**src/rtl/reg8_wr_arbiter_pkg.sv**
```systemverilog
// Shared types and default constants for the reg8_wr_arbiter slice.
// Build option REG8_WR_ARB_PRIO0_EN (see reg8_wr_arbiter.sv) changes no types here.
package reg8_arb_pkg;

  typedef enum logic {
    IDLE = 1'b0,
    HOLD = 1'b1
  } state_t;

  localparam int NREQ_DEF  = 4;
  localparam int WIDTH_DEF = 8;
  localparam int HOLD_DEF  = 2;
  localparam int PTR_W_DEF = $clog2(NREQ_DEF);

endpackage

```
**src/rtl/reg8_wr_arbiter_if.sv**
```systemverilog
// Requester/consumer bus of the shared-register write arbiter.
// master = producer/consumer side, slave = arbiter side.
interface reg8_wr_arbiter_if #(
  parameter int NREQ  = 4,
  parameter int WIDTH = 8
) ();

  logic [NREQ-1:0]         req_valid;
  logic [NREQ*WIDTH-1:0]   req_data;
  logic [NREQ-1:0]         req_ready;
  logic [WIDTH-1:0]        q;
  logic                    q_valid;
  logic [$clog2(NREQ)-1:0] grant_id;
  logic                    busy;

  modport master (
    output req_valid, req_data,
    input  req_ready, q, q_valid, grant_id, busy
  );

  modport slave (
    input  req_valid, req_data,
    output req_ready, q, q_valid, grant_id, busy
  );

endinterface

```
**src/rtl/reg8_en.sv**
```systemverilog
// WIDTH-bit data register with load enable and synchronous active-high reset to 0.
module reg8_en #(
  parameter int WIDTH = 8
) (
  input  logic             clk,
  input  logic             reset,
  input  logic             i_en,
  input  logic [WIDTH-1:0] i_d,
  output logic [WIDTH-1:0] o_q
);

  logic [WIDTH-1:0] r_q;

  // NOTE: sequential state uses non-blocking assignment so every register samples pre-edge values.
  always_ff @(posedge clk) begin
    if (reset) begin
      r_q <= '0;
    end else if (i_en) begin
      r_q <= i_d;
    end
  end

  assign o_q = r_q;

endmodule

```
**src/rtl/reg8_wr_arbiter.sv**
```systemverilog
// Round-robin write arbiter sharing one held register between NREQ requesters.
// Define REG8_WR_ARB_PRIO0_EN to give requester 0 strict priority over the rotation.
module reg8_wr_arbiter
  import reg8_arb_pkg::*;
#(
  parameter int NREQ        = NREQ_DEF,
  parameter int WIDTH       = WIDTH_DEF,
  parameter int HOLD_CYCLES = HOLD_DEF
) (
  input logic              clk,
  input logic              reset,
  reg8_wr_arbiter_if.slave bus
);

  localparam int PTR_W = $clog2(NREQ);
  localparam int CNT_W = 4;

  state_t            r_state;
  logic [PTR_W-1:0]  r_ptr;
  logic [PTR_W-1:0]  r_grant_id;
  logic [CNT_W-1:0]  r_cnt;
  logic              r_q_valid;

  logic [PTR_W-1:0]  w_sel;
  logic              w_any;
  logic              w_fire;
  logic [NREQ-1:0]   w_ready;
  logic [WIDTH-1:0]  w_data;
  logic [WIDTH-1:0]  w_q;
  logic [PTR_W-1:0]  w_ptr_next;

  // NOTE: every always_comb output gets a default first so no path can infer a latch.
  always_comb begin
    w_sel = '0;
    w_any = 1'b0;
`ifdef REG8_WR_ARB_PRIO0_EN
    if (bus.req_valid[0]) begin
      w_any = 1'b1;
    end else begin
      for (int k = 0; k < NREQ; k++) begin
        if (!w_any && ((int'(r_ptr) + k) % NREQ) != 0
            && bus.req_valid[(int'(r_ptr) + k) % NREQ]) begin
          w_any = 1'b1;
          w_sel = PTR_W'((int'(r_ptr) + k) % NREQ);
        end
      end
    end
`else
    for (int k = 0; k < NREQ; k++) begin
      if (!w_any && bus.req_valid[(int'(r_ptr) + k) % NREQ]) begin
        w_any = 1'b1;
        w_sel = PTR_W'((int'(r_ptr) + k) % NREQ);
      end
    end
`endif
  end

  assign w_fire     = w_any && (r_state == IDLE) && !reset;
  assign w_ready    = w_fire ? (NREQ'(1) << w_sel) : '0;
  assign w_data     = bus.req_data[int'(w_sel)*WIDTH +: WIDTH];
  assign w_ptr_next = (int'(w_sel) == NREQ - 1) ? '0 : w_sel + PTR_W'(1);

  always_ff @(posedge clk) begin
    if (reset) begin
      r_state    <= IDLE;
      r_cnt      <= '0;
      r_ptr      <= '0;
      r_grant_id <= '0;
      r_q_valid  <= 1'b0;
    end else begin
      case (r_state)
        IDLE: begin
          if (w_fire) begin
            r_q_valid  <= 1'b1;
            r_grant_id <= w_sel;
`ifdef REG8_WR_ARB_PRIO0_EN
            // Requester-0 grants bypass the rotation, so they leave it untouched.
            if (w_sel != '0) r_ptr <= w_ptr_next;
`else
            r_ptr <= w_ptr_next;
`endif
            if (HOLD_CYCLES > 0) begin
              r_state <= HOLD;
              r_cnt   <= CNT_W'(HOLD_CYCLES - 1);
            end
          end
        end
        HOLD: begin
          if (r_cnt == '0) r_state <= IDLE;
          else             r_cnt   <= r_cnt - CNT_W'(1);
        end
        default: r_state <= IDLE;
      endcase
    end
  end

  reg8_en #(.WIDTH(WIDTH)) u_q_reg (
    .clk   (clk),
    .reset (reset),
    .i_en  (w_fire),
    .i_d   (w_data),
    .o_q   (w_q)
  );

  assign bus.req_ready = w_ready;
  assign bus.q         = w_q;
  assign bus.q_valid   = r_q_valid;
  assign bus.grant_id  = r_grant_id;
  assign bus.busy      = (r_state == HOLD);

endmodule

```
**src/flat_wrapper.sv**
```systemverilog
// flat-port wrapper written by rule: the top's interface ports become plain ports
module reg8_wr_arbiter_flat import reg8_arb_pkg::*;
#(
  parameter int NREQ        = NREQ_DEF,
  parameter int WIDTH       = WIDTH_DEF,
  parameter int HOLD_CYCLES = HOLD_DEF
)
  (clk, reset, bus_req_valid, bus_req_data, bus_req_ready, bus_q, bus_q_valid, bus_grant_id, bus_busy);
  reg8_wr_arbiter_if #(.NREQ(NREQ), .WIDTH(WIDTH)) bus_i ();
  input logic clk;
  input logic reset;
  input wire logic [$bits(bus_i.req_valid)-1:0] bus_req_valid;
  input wire logic [$bits(bus_i.req_data)-1:0] bus_req_data;
  output wire logic [$bits(bus_i.req_ready)-1:0] bus_req_ready;
  output wire logic [$bits(bus_i.q)-1:0] bus_q;
  output wire logic [$bits(bus_i.q_valid)-1:0] bus_q_valid;
  output wire logic [$bits(bus_i.grant_id)-1:0] bus_grant_id;
  output wire logic [$bits(bus_i.busy)-1:0] bus_busy;
  assign bus_i.req_valid = bus_req_valid;
  assign bus_i.req_data = bus_req_data;
  assign bus_req_ready = bus_i.req_ready;
  assign bus_q = bus_i.q;
  assign bus_q_valid = bus_i.q_valid;
  assign bus_grant_id = bus_i.grant_id;
  assign bus_busy = bus_i.busy;
  reg8_wr_arbiter #(.NREQ(NREQ), .WIDTH(WIDTH), .HOLD_CYCLES(HOLD_CYCLES)) u_core (.clk(clk), .reset(reset), .bus(bus_i));
endmodule
```
**config.mk**
```make
export PLATFORM = sky130hd
export DESIGN_NAME = reg8_wr_arbiter_flat
export DESIGN_NICKNAME = d
export VERILOG_FILES = /design/src/rtl/reg8_wr_arbiter_pkg.sv /design/src/rtl/reg8_wr_arbiter_if.sv /design/src/rtl/reg8_en.sv /design/src/rtl/reg8_wr_arbiter.sv /design/src/flat_wrapper.sv
export SDC_FILE = /design/constraint.sdc
export NUM_CORES = 1
export LEC_CHECK = 0
export CORE_MARGIN = 2
export CORE_UTILIZATION = 37
export DETAILED_ROUTE_END_ITERATION = 10
export MAX_ROUTING_LAYER = met4
export PLACE_DENSITY = 0.87
export SLEW_MARGIN = 20
export SYNTH_ARGS = -nofsm -noshare
export SYNTH_HDL_FRONTEND = slang
export SYNTH_SLANG_ARGS = --single-unit
```
**constraint.sdc**
```tcl
create_clock -name clk -period 1.9 [get_ports clk]
set_clock_uncertainty 0.1 [all_clocks]
set_input_delay 0.38 -clock clk [delete_from_list [all_inputs] [get_ports clk]]
set_output_delay 0.38 -clock clk [all_outputs]
set_load 0.02 [all_outputs]
```
* Word level (Yosys, flattened, before mapping) *
Index checks and enable logic that the tools add are counted.

operators by class
  $add $sub $neg = 5
  $mul = 0
  divide/modulo/power cells = 0
  $lt $le $gt $ge = 4
  eq/ne operators = 3
  shift-type cells = 2
  multiplexer cells = 27
  bitwise logic cells = 4
  reduce and logical (&&, ||, !) cells = 15

operators with widths
  kind                 number
  $shiftx 32x6->8      1
  $mux 1               13
  $lt 3x4->1 const B   3
  $mux 4               3
  $mux 2               5
  $bmux 1 s2           4
  $pmux 4 s2           1
  $reduce_or 2->1      3
  $logic_and 1x1->1    5
  $add 2x1->2 const B  2
  $add 2x2->2 const B  2
  $logic_not 1->1      4
  $logic_not 4->1      1
  $reduce_and 2->1     2
  $shl 1x2->4 const A  1
  $sub 4x1->4 const B  1
  $and 1x1->1 const A  3
  $lt 2x3->1 const B   1
  $eq 2x1->1 const B   1
  $ne 2x1->1 const B   1
  $ne 2x2->1 const B   1
  $pmux 1 s2           1
  $not 1->1            1

word-level totals
  bits in registers = 18
  latch bits = 0
  memory bits (writable) = 0
  memory bits (read-only) = 0
  bits of input ports = 38
  output and inout bits = 16
  logic and storage cells = 66
  memories kept = 0

* Depth between registers and ports, before layout *
  depth in word-level cells = 18
  gate-level depth with buffers = 7
  gate-level depth less buffers = 6

* Hierarchy *
A second synthesis with hierarchy kept.

second synthesis, totals
  cell total of the unflattened synthesis = 118
  area, all modules = 1087.3 sq um

modules (own cells, without submodules)
  module           times used  cells each  area an instance (sq um)  sequential area each (sq um)
  reg8_wr_arbiter  1           92          802.0                     200.2
  reg8_en          1           26          285.3                     160.2

* Worst setup path after synthesis *
OpenSTA, ideal clock, no wires.

  kind = register to output
  from = register u_core.r_ptr[1]
  to = output port bus_req_ready[3]
  arrival = 1.439 ns
  data required time = 1.420 ns
  path slack = -0.019 ns
  cell stages (with the launch flop) = 7
  buffers on the path = 1
  path through = dfxtp_1 > buf_6 > mux2i_1 > o22ai_2 > nor2_4 > ha_1 > and2_1

between the ends
  longest elaborated chain between the ends = 15
  elaborated cells between the ends (all ways) = 32
  classes of those cells = 3 x add/sub; 1 x shift; 20 x mux; 8 x reduce/logical

ends and longest elaborated chain
  item                                                             line                                          source
  from (decl)                                                      reg8_wr_arbiter.sv:19                         logic [PTR_W-1:0] r_ptr;
  from (signal assigned)                                           reg8_wr_arbiter.sv:80                         r_ptr <= w_ptr_next;
  $add 2x1->2 or $bmux 1 s2 (tied branches)                        reg8_wr_arbiter.sv:50, reg8_wr_arbiter.sv:52
  $bmux 1 s2 or $mux 1 (tied branches)                             reg8_wr_arbiter.sv:50                         if (!w_any && bus.req_valid[(int'(r_ptr) + k) % NREQ]) begin
  $mux 1 (not written as such)                                     reg8_wr_arbiter.sv:50
  $mux 1 (not written as such) or $logic_not 1->1 (tied branches)  reg8_wr_arbiter.sv:50
  $logic_and 1x1->1                                                reg8_wr_arbiter.sv:50
  $mux 1                                                           reg8_wr_arbiter.sv:50
  $logic_not 1->1                                                  reg8_wr_arbiter.sv:50
  $logic_and 1x1->1                                                reg8_wr_arbiter.sv:50
  $mux 1                                                           reg8_wr_arbiter.sv:50
  $logic_not 1->1                                                  reg8_wr_arbiter.sv:50
  $logic_and 1x1->1                                                reg8_wr_arbiter.sv:50
  $mux 1                                                           reg8_wr_arbiter.sv:50
  $logic_and 1x1->1 (2 in series)                                  reg8_wr_arbiter.sv:58                         assign w_fire = w_any && (r_state == IDLE) && !reset;
  $mux 4 *                                                         reg8_wr_arbiter.sv:59                         assign w_ready = w_fire ? (NREQ'(1) << w_sel) : '0;
  to (decl)                                                        flat_wrapper.sv:14                            output wire logic [$bits(bus_i.req_ready)-1:0] bus_req_ready;

Every way passes the cells marked *; elsewhere a longest branch is shown, timed or not. The select of a mux whose other input is x is not followed.

* Worst setup path in the final report *
Same ends and word-level chain as after synthesis.

==> run metrics <==
FFs w/ async S/R, synth 0; final WL 3.427 mm; status finished, violations left; setup TNS -0.3968 ns; mean area per synthesized cell 8.609 µm²; # port buffers 53; RSZ-0062 raised after global routing true; Mapped Area 0.001154 mm²; capturing point of the worst reg2reg path u_core.u_q_reg.o_q[5]$_SDFFE_PP0P_; CP endpoint kind output port; VDD IR max 327.6 µV; CTS Hold Bufs 0; Via Count 1,320; layout cell share with drive strength beyond 1 0.3037; CP cell instances a21o_1, a21boi_2, o21a_1, ha_1, and2_4, buf_6; I/O pin count 54; # DRC 0; Final period util 1.093; critical path startpoint category register; slowest cell on the critical path dfxtp_4; Synth Instances 134; Post-Syn Nets 174; Antenna diodes 0; largest net degree at the start of global routing 18; fin crit period 2.076 ns; synthesis warning total 0; Hold Path Depth 2; Seq/Total Area, Yosys 0.3124; main area contributors after synthesis dfxtp_1 31%, mux2_4 7.8%, a21oi_1 6.1%; Worst Tran Pin Value 0.3474 ns; Top FF cell, synth dfxtp_1; Initial Util 0.3842; clk slew on worst S/H paths 0.11 ns; DIE HEIGHT 59.84 µm; fin nets 256; power per cell area 653.7 mW/mm²; Hold Crit Start u_core.bus.grant_id[0]$_SDFFE_PP0P_; CTS Sinks 18; Final Hold Vio Count 0; reg2reg path depth 6; global-route wire length before repair 5.333 mm; Hold WC Path Type register to register; CP startpoint u_core.r_ptr[1]$_SDFFE_PP0P_; CP Data Required Time 1.42 ns; Hold EP u_core.bus.grant_id[0]$_SDFFE_PP0P_; worst reg2reg setup slack 0.02 ns; most area-hungry cell type in the Yosys netlist dfxtp_1; reg2reg start u_core.r_ptr[1]$_SDFFE_PP0P_; drt pass-1 iters 4; EDFF count, synth 0; initial antenna violation count 0; clock root cell clkbuf_4; CTS Buf Count 3; DRT iter0 DRCs 22; Die Width 59.84 µm; setup ws final -0.1761 ns; vias in the first global route 1,220; Area growth, synth to finish 70.39%; GRT Util Overall 0.1998; Synth top area share 0.3124; CTS Buffer Depth 2; CTS tree done; Slew Limit Fails 0; Worst-Skew Late Latency 0.29 ns; most common cell in the synthesized netlist dfxtp_1; max_cap viols 0; FILL cells 239; via/cell ratio 5.344; top cells by count, synth 18 x dfxtp_1, 16 x nand2_1, 14 x a21oi_1; Sequential Area 365.4 µm²; Crit Path Max Fanout 7; Final Power 1.285 mW; Rows 20; Die ar. 0.003580 mm²; failing checks negative setup slack; core outline area 0.003003 mm²; hpwl dp 2.636 mm; placer congestion estimate 0.8470; total gr overflow 0; critical path class register to output port; Fmax 0.4817 GHz; H-tree depth 1; Crit path largest cell delay 0.39 ns; Crit path arrival time 1.60 ns; Slew Limit Headroom 0.7679; Final setup viols 3; leakage 0.8318 nW; drt wl/cell 13.87 µm; post-detailed-route count of antenna-violating nets 0; Yosys reg bits 18; Synth cell types 44; Multi-input gate area 767.0 µm²
==> registers in the layout (all words and copies together) (netlist names) <==
register             cells
u_core.bus.busy          1
u_core.r_ptr             2
u_core.bus.grant_id      2
u_core.bus.q_valid       1
u_core.r_cnt             4
u_core.u_q_reg.o_q       8
==> cell usage in the layout, fill, tap and decap left out, drive strengths merged, types with 2 or more instances in the layout <==
master	instances
mux2i	2
nand3	7
nand2b	2
ha	2
a221o	6
buf	36
o21ai	3
o211a	3
dlygate4sd2	2
a21oi	15
clkdlybuf4s15	2
a21o	2
o22ai	2
inv	4
and2	2
o21a	2
nor2b	3
nor2	10
mux2	6
nor3	3
dfxtp	18
nor3b	3
nand2	16
clkdlybuf4s50	43
or2	2
clkbuf	4
==> worst max-delay path: cells and delay by family (launching register included) <==
kind	cells	cell delay, ns
DFF	1	0.39
AOI/OAI and AO/OA	3	0.48
buffers and inverters	1	0.11
adders and majority gates	1	0.18
and+or+nand+nor	1	0.14
==> routing by layer <==
layer  up-vias  GRT usage  share of wire
met5         -          -              0
met3         6   0.008658          0.040
met1       611     0.2444           0.43
li1        654          -              -
met2        49     0.3478           0.52
met4         0    0.06984          0.011
==> power by group <==
group	leakage, nW	switching [mW]	internal [mW]	total [mW]
combinational	0.669	0.274	0.352	0.626
sequential	0.149	0.0354	0.427	0.462
clock	0.0138	0.123	0.0738	0.197
total	0.832	0.432	0.853	1.28
==> area by class of cell <==
| type | count | share of cell area |
|---|---|---|
| repair buffers | 84 | 0.3838 |
| inverters | 4 | 0.007638 |
| multi-input cells | 105 | 0.3902 |
| well taps | 33 | 0.02101 |
| flip-flops and latches | 18 | 0.1859 |
| clock buffers | 3 | 0.01146 |
==> per-stage QoR <==
step | setup WS [ns] | area [µm²] | utilization | hold WS [ns] | instances
floorplan | 0.005778 | 1154 | - | 0.3660 | 134
global placement | -0.9308 | 1877 | 0.6250 | 0.3478 | 239
detailed placement | -0.9512 | 1877 | 0.6250 | 0.3540 | 239
CTS | -0.1382 | 1959 | 0.6525 | 0.3678 | 246
global route | -0.2383 | 1966 | 0.6546 | 0.3849 | 247
finish | -0.1761 | 1966 | 0.6546 | 0.3638 | 247
==> kinds of logic after synthesis <==
| logic type | after synthesis | share of synthesized area |
|---|---|---|
| simple gates | 54 | 0.2625 |
| compound gates | 41 | 0.2571 |
| flops | 18 | 0.3124 |
| buf+inv | 11 | 0.05097 |
| mux | 8 | 0.09545 |
| fa+ha+maj | 2 | 0.02169 |
==> how the worst max path moves through the flow <==
stage,to
6_report,bus_req_ready[3]
5_1_grt,bus_req_ready[3]
4_1_cts,bus_req_ready[3]
3_5_place_dp,bus_req_ready[0]
3_3_place_gp,bus_req_ready[0]
2_1_floorplan,bus_req_ready[3]
==> repair_timing <==
action / in CTS / in global routing
endpoints found under the hold margin: 0 / 0
resized for setup: 49 / 2
endpoints found under the setup margin: 12 / 10
setup buffers: 4 / 1
pin swaps: 8 / 3
Note: power is estimated with default switching activity, not from simulation.
